`config.mk`:
```
export PLATFORM = sky130hd
export DESIGN_NAME = imem_loader
export DESIGN_NICKNAME = d
export VERILOG_FILES = /design/src/rtl/imem_loader_pkg.sv /design/src/rtl/imem_loader_word_packer.sv /design/src/rtl/imem_loader.sv
export SDC_FILE = /design/constraint.sdc
export NUM_CORES = 1
export LEC_CHECK = 0
export BUFFER_PORTS_ARGS = -buffer_cell sky130_fd_sc_hd__buf_4
export CORE_MARGIN = 2
export CORE_UTILIZATION = 35
export CTS_BUF_LIST = sky130_fd_sc_hd__clkbuf_4
export CTS_CLUSTER_DIAMETER = 60
export DETAILED_ROUTE_END_ITERATION = 10
export MAX_ROUTING_LAYER = met4
export PLACE_DENSITY = 0.56
export SYNTH_ARGS = -nofsm -noshare
export SYNTH_HDL_FRONTEND = slang
export SYNTH_SLANG_ARGS = --single-unit
```
`constraint.sdc`:
```
create_clock -name CLK -period 3.4 [get_ports CLK]
set_clock_uncertainty 0.15 [all_clocks]
set_input_delay 0.34 -clock CLK [delete_from_list [all_inputs] [get_ports CLK]]
set_output_delay 0.34 -clock CLK [all_outputs]
set_load 0.005 [all_outputs]
```
`src/rtl/imem_loader_pkg.sv`:
```
// ---------------------------------------------------------------------------
// imem_loader_pkg
// Shared types and constants for the boot-time instruction memory loader.
//   loader_state_e   : loader FSM states
//   CNT_W            : width of the image word-count header field
//   BYTES_PER_WORD   : bytes packed into one IMEM word
//   BOOT_ADDR        : first IMEM word address written by every load
//   is_accepting()   : true in the states that take stream bytes
// ---------------------------------------------------------------------------
package imem_loader_pkg;

    localparam int CNT_W          = 16;
    localparam int BYTES_PER_WORD = 4;
    localparam int BOOT_ADDR      = 0;

    typedef enum logic [2:0] {
        IDLE,
        HDR0,
        HDR1,
        DATA,
        CSUM,
        DONE,
        ERR
    } loader_state_e;

    // The byte stream is only consumed while a load is in progress.
    function automatic logic is_accepting(input loader_state_e state);
        return (state == HDR0) || (state == HDR1) ||
               (state == DATA) || (state == CSUM);
    endfunction

endpackage

```
`src/rtl/imem_loader_word_packer.sv`:
```
// ---------------------------------------------------------------------------
// word_packer
// Collects bytes little-endian into a 32-bit word. The first byte of a word
// lands in bits 7:0. On the fourth byte the completed word is presented
// combinationally on word_o together with a one-cycle word_valid_o, so the
// caller can register it on the same edge that accepts that byte.
// Ports:
//   clk_i        : clock
//   clear_i      : synchronous clear of the byte index and partial word
//   byte_valid_i : byte_i is consumed on this edge
//   byte_i       : incoming byte
//   word_o       : assembled word (meaningful only with word_valid_o)
//   word_valid_o : byte_i completes a word this cycle
// ---------------------------------------------------------------------------
module word_packer
    import imem_loader_pkg::*;
(
    input  logic        clk_i,
    input  logic        clear_i,
    input  logic        byte_valid_i,
    input  logic [7:0]  byte_i,
    output logic [31:0] word_o,
    output logic        word_valid_o
);

    localparam int IDX_W   = $clog2(BYTES_PER_WORD);
    localparam int SHIFT_W = 8 * (BYTES_PER_WORD - 1);
    localparam logic [IDX_W-1:0] LAST_IDX = IDX_W'(BYTES_PER_WORD - 1);

    logic [IDX_W-1:0]   idx_q;
    logic [IDX_W-1:0]   idx_d;
    logic [SHIFT_W-1:0] shift_q;
    logic [SHIFT_W-1:0] shift_d;

    // Newer bytes enter at the top and slide down, so after three bytes the
    // oldest sits in the low lane and the fourth byte tops off the word.
    always_comb begin
        idx_d        = idx_q;
        shift_d      = shift_q;
        word_o       = {byte_i, shift_q};
        word_valid_o = byte_valid_i && (idx_q == LAST_IDX);
        if (byte_valid_i) begin
            shift_d = {byte_i, shift_q[SHIFT_W-1:8]};
            idx_d   = (idx_q == LAST_IDX) ? '0 : idx_q + IDX_W'(1);
        end
    end

    // Byte index and partial word; clear restarts packing on a word boundary.
    always_ff @(posedge clk_i) begin
        if (clear_i) begin
            idx_q   <= '0;
            shift_q <= '0;
        end else begin
            idx_q   <= idx_d;
            shift_q <= shift_d;
        end
    end

endmodule

```
`src/rtl/imem_loader.sv`:
```
// ---------------------------------------------------------------------------
// imem_loader
// Boot stage in front of the RV32I core. Receives a program image as a byte
// stream (CNT_LO, CNT_HI, 4*N data bytes LSB first, CSUM), writes the words
// sequentially into IMEM from BOOT_ADDR, and releases the core from reset only
// when the XOR checksum of header and data bytes matches CSUM.
// Ports:
//   CLK        : clock, rising edge
//   RST        : synchronous active-high reset
//   start      : one-cycle pulse starting a load (from IDLE, DONE or ERR)
//   in_valid   : in_data carries a byte
//   in_data    : image byte
//   in_ready   : loader accepts a byte this cycle
//   imem_we    : one-cycle IMEM write strobe per word
//   imem_addr  : IMEM word address (holds between writes)
//   imem_wdata : IMEM write data
//   core_rst   : core reset, high until a load succeeds
//   load_done  : image loaded and checksum verified
//   load_err   : load aborted (oversized count or bad checksum)
// ---------------------------------------------------------------------------
module imem_loader
    import imem_loader_pkg::*;
#(
    parameter int ADDR_W = 8
) (
    input  logic              CLK,
    input  logic              RST,
    input  logic              start,
    input  logic              in_valid,
    input  logic [7:0]        in_data,
    output logic              in_ready,
    output logic              imem_we,
    output logic [ADDR_W-1:0] imem_addr,
    output logic [31:0]       imem_wdata,
    output logic              core_rst,
    output logic              load_done,
    output logic              load_err
);

    // One extra bit so a full 2^ADDR_W image is representable.
    localparam logic [CNT_W:0] CAPACITY = (CNT_W + 1)'(2 ** ADDR_W);

    loader_state_e      state_q,      state_d;
    logic [7:0]         cntLo_q,      cntLo_d;
    logic [CNT_W-1:0]   count_q,      count_d;
    logic [CNT_W-1:0]   wordIdx_q,    wordIdx_d;
    logic [7:0]         csum_q,       csum_d;
    logic               imem_we_q,    imem_we_d;
    logic [ADDR_W-1:0]  imem_addr_q,  imem_addr_d;
    logic [31:0]        imem_wdata_q, imem_wdata_d;
    logic               core_rst_q,   core_rst_d;
    logic               load_done_q,  load_done_d;
    logic               load_err_q,   load_err_d;

    logic               accept;
    logic               startTake;
    logic [CNT_W-1:0]   hdrCount;
    logic [31:0]        packWord;
    logic               packWordValid;

    assign in_ready   = is_accepting(state_q);
    assign accept     = in_valid && in_ready;
    assign hdrCount   = {in_data, cntLo_q};

    assign imem_we    = imem_we_q;
    assign imem_addr  = imem_addr_q;
    assign imem_wdata = imem_wdata_q;
    assign core_rst   = core_rst_q;
    assign load_done  = load_done_q;
    assign load_err   = load_err_q;

    word_packer u_packer (
        .clk_i        (CLK),
        .clear_i      (RST || startTake),
        .byte_valid_i (accept && (state_q == DATA)),
        .byte_i       (in_data),
        .word_o       (packWord),
        .word_valid_o (packWordValid)
    );

    // Loader sequencing: header parse, word writes, checksum verdict.
    // imem_we is a pulse, so it falls back to 0 unless a word completes.
    always_comb begin
        state_d      = state_q;
        cntLo_d      = cntLo_q;
        count_d      = count_q;
        wordIdx_d    = wordIdx_q;
        csum_d       = csum_q;
        imem_we_d    = 1'b0;
        imem_addr_d  = imem_addr_q;
        imem_wdata_d = imem_wdata_q;
        core_rst_d   = core_rst_q;
        load_done_d  = load_done_q;
        load_err_d   = load_err_q;
        startTake    = 1'b0;

        unique case (state_q)
            IDLE, DONE, ERR: begin
                if (start) begin
                    startTake   = 1'b1;
                    state_d     = HDR0;
                    core_rst_d  = 1'b1;
                    load_done_d = 1'b0;
                    load_err_d  = 1'b0;
                    imem_addr_d = ADDR_W'(BOOT_ADDR);
                    wordIdx_d   = '0;
                    count_d     = '0;
                    csum_d      = '0;
                end
            end
            HDR0: begin
                if (accept) begin
                    cntLo_d = in_data;
                    csum_d  = csum_q ^ in_data;
                    state_d = HDR1;
                end
            end
            HDR1: begin
                if (accept) begin
                    count_d = hdrCount;
                    csum_d  = csum_q ^ in_data;
                    if ({1'b0, hdrCount} > CAPACITY) begin
                        state_d    = ERR;
                        load_err_d = 1'b1;
                    end else if (hdrCount == '0) begin
                        state_d = CSUM;
                    end else begin
                        state_d = DATA;
                    end
                end
            end
            DATA: begin
                if (accept) begin
                    csum_d = csum_q ^ in_data;
                    if (packWordValid) begin
                        imem_we_d    = 1'b1;
                        imem_addr_d  = wordIdx_q[ADDR_W-1:0];
                        imem_wdata_d = packWord;
                        wordIdx_d    = wordIdx_q + CNT_W'(1);
                        if (wordIdx_q == count_q - CNT_W'(1)) begin
                            state_d = CSUM;
                        end
                    end
                end
            end
            CSUM: begin
                if (accept) begin
                    if (in_data == csum_q) begin
                        state_d     = DONE;
                        core_rst_d  = 1'b0;
                        load_done_d = 1'b1;
                    end else begin
                        state_d    = ERR;
                        load_err_d = 1'b1;
                    end
                end
            end
            default: begin
                state_d = IDLE;
            end
        endcase
    end

    // State and output registers; RST dominates a coincident start.
    always_ff @(posedge CLK) begin
        if (RST) begin
            state_q      <= IDLE;
            cntLo_q      <= '0;
            count_q      <= '0;
            wordIdx_q    <= '0;
            csum_q       <= '0;
            imem_we_q    <= 1'b0;
            imem_addr_q  <= '0;
            imem_wdata_q <= '0;
            core_rst_q   <= 1'b1;
            load_done_q  <= 1'b0;
            load_err_q   <= 1'b0;
        end else begin
            state_q      <= state_d;
            cntLo_q      <= cntLo_d;
            count_q      <= count_d;
            wordIdx_q    <= wordIdx_d;
            csum_q       <= csum_d;
            imem_we_q    <= imem_we_d;
            imem_addr_q  <= imem_addr_d;
            imem_wdata_q <= imem_wdata_d;
            core_rst_q   <= core_rst_d;
            load_done_q  <= load_done_d;
            load_err_q   <= load_err_d;
        end
    end

endmodule

```
# Word-level counts from Yosys, hierarchy flattened
# Index checks and enable logic that the tools add are counted.
# classes
n_addsub	3
n_lt_le_gt_ge	1
reduce_logical	25
eq_ne	20
n_bitwise	3
n_mux	40
# ops
operator	n
$mux W16	4
$pmux W16 S2	2
$mux W8	4
$pmux W8 S2	2
$mux W3	9
$add A16 B1 Y16 const B	1
$eq A16 B16 Y1	1
$gt A16 B9 Y1 const B	1
$logic_not A16 Y1	1
$sub A16 B1 Y16 const B	1
$pmux W3 S5	1
$ne A2 B2 Y1 const B	7
$mux W1	13
$eq A3 B3 Y1 const B	3
$reduce_and A3 Y1	3
$reduce_or A3 Y1	3
$eq A8 B8 Y1	1
$ne A2 B1 Y1 const B	4
$reduce_and A4 Y1	2
$reduce_bool A2 Y1	4
$xor A8 B8 Y8	1
$reduce_and A7 Y1	1
$eq A3 B2 Y1 const B	2
$reduce_and A6 Y1	1
12 further kinds	20
# word_totals
out_inout_bits	45
reg_bits	121
input_bits	12

# Logic depth before layout (Yosys ltp)
# logic_depth
word_depth	10
mapped_depth	9
depth_no_buf	8

# Hierarchy
# From an unflattened synthesis, not the netlist that was laid out.
# hier_totals
cells_unflattened	673
area_unflattened_um2	5616.6
# by_module_without_submodules
module	instances	cells_each	area_per_inst_um2
imem_loader	1	578	4614.4
word_packer	1	95	1002.2

# Worst setup path before layout
# OpenSTA, ideal clock, no wires.
# synth_timing
path_kind	register to register
startpoint	register count_q[0]
endpoint	register state_q[0]
t_required_ps	3110
setup_slack_ps	729
t_arrival_ps	2380
synth_period_minus_slack_ps	2671
path_stages_with_launch	9
path_buffers	0
cell_sequence	dfxtp_1 -> inv_1 -> ha_1 -> or4b_1 -> or4b_1 -> a211oi_1 -> a211oi_1 -> a2111oi_2 -> a2111oi_0
# synth_via
elab_chain_cells	4
# synth_lines
item	line_no	text
start, declared	imem_loader.sv:45	logic [CNT_W-1:0] count_q, count_d;
start signal, assigned	imem_loader.sv:181	count_q <= count_d;
$sub A16 B1 Y16	imem_loader.sv:140	if (wordIdx_q == count_q - CNT_W'(1)) begin
$eq A16 B16 Y1	imem_loader.sv:140	
$ne A2 B1 Y1 (no line)	n/a	
$reduce_and A7 Y1 (no line)	n/a	
end signal, assigned	imem_loader.sv:179	state_q <= state_d;
end, declared	imem_loader.sv:43	loader_state_e state_q, state_d;
# Every way passes these cells.
# A chain may end at the register's enable or synchronous reset.

# Worst setup path after layout
# Same ends and word-level chain as after synthesis.

==> metrics.md <==
| Metric | Value |
|---|---|
| Min-Delay Path Depth | `4` |
| VDD IR max | `244.2 uV` |
| Port buffer count | `56` |
| Nets | `756` |
| HP Class | `input port to flop` |
| Final setup viols | `0` |
| CTS Sinks | `121` |
| Actual slew at the worst max-slew pin | `0.9973 ns` |
| Yosys reg bits | `121` |
| Dominant synthesized flop cell | `dfxtp_1` |
| Post-CTS sizing | `0` |
| Clock Tree Buf Depth | `2` |
| Status | `completed` |
| Die W | `129.1 microns` |
| Vias per std cell | `5.052` |
| Layout Utilization | `42.20%` |
| Grt met3 use | `4.088%` |
| Row count | `45` |
| CTS Buf Count | `17` |
| Router iterations before antenna repair | `5` |
| DR WL/cell | `13.97 microns` |
| CORE AREA | `0.01526 sq mm` |
| Largest net degree at the start of global routing | `81` |
| Die area | `0.01667 sq mm` |
| R2R Setup Slk | `0.41 ns` |
| CP max FO | `6` |
| CTS clk-pin slew, worst paths | `0.11 ns` |
| Async set or reset register ratio after synthesis | `0%` |
| Vias | `4,880` |
| Hold_ws | `0.1147 ns` |
| Fin crit share | `88.06%` |
| Max-Slew Margin vs Limit | `33.27%` |
| Final non-filler cell total | `966` |
| RSZ-0062 raised after global routing | `no` |
| Pins Over Slew Limit | `0` |
| Max Cap Viol | `0` |
| Grt peak-use layer | `met2` |
| First-pass GRT wire length | `22.11 mm` |
| GRT met1 Usage | `22.99%` |
| CTS root buffer | `clkbuf_4` |
| Final WL | `13.50 mm` |
| Hold path endpoint | `load_err` |
| GPL Wtd Cong | `0.8384` |
| P_leak | `0.002355 uW` |
| Met2 Track Usage GR | `25.05%` |
| Initial Utilization | `35.90%` |
| Avg Inst Size Synth | `7.803 sq um` |
| Critical Path AT | `3.24 ns` |
| Critical Setup Path Class | `flop to flop` |
| Number of distinct library cells after synthesis | `53` |
| R2R cell count | `8` |
| Hold path startpoint | `in_valid` |
| Initial antenna violation count | `1` |
| Fillcell total | `1,572` |
| Clk Latency, worst-skew pair | `0.55 ns` |
| Number of synthesized flops with an enable pin | `0` |
| Yosys warnings | `0` |
| Hold Vio Cnt, Final | `0` |
| FF-to-FF End | `state_q[0]` |
| Number of global-route vias before repair | `4,442` |
| Gate count of the mapped netlist | `702` |
| Pwr Density | `547.9 mW/mm^2` |
| Critical path required time | `3.64 ns` |
| Post-Place Cells | `924` |
| Post-Syn Area | `0.005478 sq mm` |
| Net Count, Synth | `717` |
| Seq/Total Area, Yosys | `44.22%` |
| Fmax achieved | `0.3340 GHz` |
| CTS tree | `done` |
| H-tree depth | `4` |
| CP endpoint kind | `flop` |
| TNS Setup | `0 ns` |
| Post-route antenna net violation count | `0` |
| Initial drt markers | `310` |
| Minimum clock period | `2.994 ns` |
| Remaining Overflow, GRT | `0` |
| Ports | `57` |
| GRT Overall Usage | `17.20%` |
| Layout cells sized above 1 | `13.66%` |
| Crit start category | `flop` |
| Hpwl dp | `9.354 mm` |
| Layout area overhead | `17.54%` |
| Die Span Y | `129.1 microns` |
| DRC | `0` |
| Worst r2r src | `count_q[0]` |
## final cells by class
cell class,count,area (sq um),area share [%]
clock inverters,14,180.2,2.798
diodes,1,2.502,0.03887
flip-flops and latches,121,2422,37.62
well taps,211,264.0,4.100
multi-input cells,516,2808,43.61
inverters,9,33.78,0.5247
clock buffers,18,135.1,2.099
repair buffers,76,593.1,9.211
## through the flow
stage | cell area [sq um] | total power, uW | setup WS (ns)
3_3_place_gp | 6031 | 2409 | 0.5248
2_1_floorplan | 5478 | 2213 | 0.7291
4_1_cts | 6436 | 3566 | 0.3911
3_5_place_dp | 6031 | 2429 | 0.3917
5_1_grt | 6439 | 3737 | 0.2094
6_report | 6439 | 3528 | 0.4058
## logic make-up after synthesis
logic type,after synthesis,synth area share [%]
compound gates,150,15.90
xor+xnor,40,6.396
fa+ha+maj,3,0.6853
buf+inv,65,4.614
flops,121,44.22
mux,12,2.216
simple gates,311,25.97
## layout by cell type, fill, tap and decap left out, types with 2 or more instances in the layout
cell type,netlist,layout
nand4_1,6,6
mux2i_1,11,11
o21ai_0,22,22
xor2_1,23,23
a2111oi_0,4,4
bufinv_16,0,4
nand2_1,152,152
clkinv_4,0,2
o21a_1,2,2
nor2_1,60,60
nor4_1,11,11
xnor2_1,17,17
clkinvlp_4,0,3
a31oi_1,3,3
clkbuf_4,0,18
nor2b_1,3,3
o211a_1,3,3
dlygate4sd3_1,0,9
or4_1,7,7
and3_1,3,3
nand3_1,23,23
a211oi_1,2,2
inv_1,9,9
nand3b_1,12,12
dfxtp_1,121,121
clkinv_1,0,4
or4b_1,2,2
a21oi_1,92,92
or2_2,2,2
buf_4,0,67
a22oi_1,9,9
nor3_1,10,9
or3_1,6,6
nand2b_1,7,7
ha_1,3,3
## registers in the layout, summed over array words and instances (netlist names), 2 cells and up
signal            cells
u_packer.idx_q        2
u_packer.shift_q     24
imem_addr             8
cntLo_q               8
state_q               3
count_q              16
imem_wdata           32
wordIdx_q            16
csum_q                8
## where the power goes
part           switching (uW)  leakage (uW)  total, uW  internal (uW)
registers                92.1      0.000976       1580           1490
clock network             542      0.000158       1120            581
logic                     520       0.00122        824            305
## critical path, cell delays in order (launching register included)
cell	delay, ns
dfxtp_1	0.37
inv_1	0.08
ha_1	0.23
or4b_1	0.55
or4b_1	0.53
a211oi_1	0.23
a211oi_1	0.09
a2111oi_2	0.49
a2111oi_0	0.13
## how the worst max path moves through the flow
| stage | endpoint | slack [ns] | startpoint |
|---|---|---|---|
| 4_1_cts | state_q[0] | 0.39 | count_q[0] |
| 5_1_grt | state_q[0] | 0.21 | count_q[0] |
| 6_report | state_q[0] | 0.41 | count_q[0] |
| 2_1_floorplan | state_q[0] | 0.73 | count_q[0] |
| 3_5_place_dp | state_q[0] | 0.39 | count_q[0] |
| 3_3_place_gp | state_q[0] | 0.52 | count_q[0] |
## synthesized netlist by cell type, types with 2 or more instances
cell type | number | area, sq um
nand2_1 | 152 | 570.6
dfxtp_1 | 121 | 2422
a21oi_1 | 92 | 460.4
nor2_1 | 60 | 225.2
clkbuf_1 | 52 | 195.2
nand3_1 | 23 | 115.1
xor2_1 | 23 | 201.4
o21ai_0 | 22 | 110.1
xnor2_1 | 17 | 148.9
nand3b_1 | 12 | 90.09
mux2i_1 | 11 | 110.1
nor4_1 | 11 | 68.82
nor3_1 | 10 | 50.05
a22oi_1 | 9 | 67.56
inv_1 | 9 | 33.78
nand2b_1 | 7 | 43.79
or4_1 | 7 | 52.55
nand4_1 | 6 | 37.54
or3_1 | 6 | 37.54
a2111oi_0 | 4 | 35.03
a31oi_1 | 3 | 18.77
and3_1 | 3 | 18.77
ha_1 | 3 | 37.54
nor2b_1 | 3 | 18.77
o211a_1 | 3 | 30.03
a211oi_1 | 2 | 15.01
buf_1 | 2 | 7.510
o21a_1 | 2 | 15.01
or2_2 | 2 | 12.51
or4b_1 | 2 | 20.02
## metal layers
layer,share of wire [%],vias to the layer above
met3,4.5,18
li1,-,2479
met2,45,121
met5,0,-
met4,1.7,0
met1,49,2262
## what timing repair did
| item | in CTS | in global routing |
|---|---|---|
| setup buffers | 0 | 0 |
| hold buffers | 9 | 0 |
| endpoints found under the hold margin | 41 | 0 |
(Power assumes the default switching activity.)
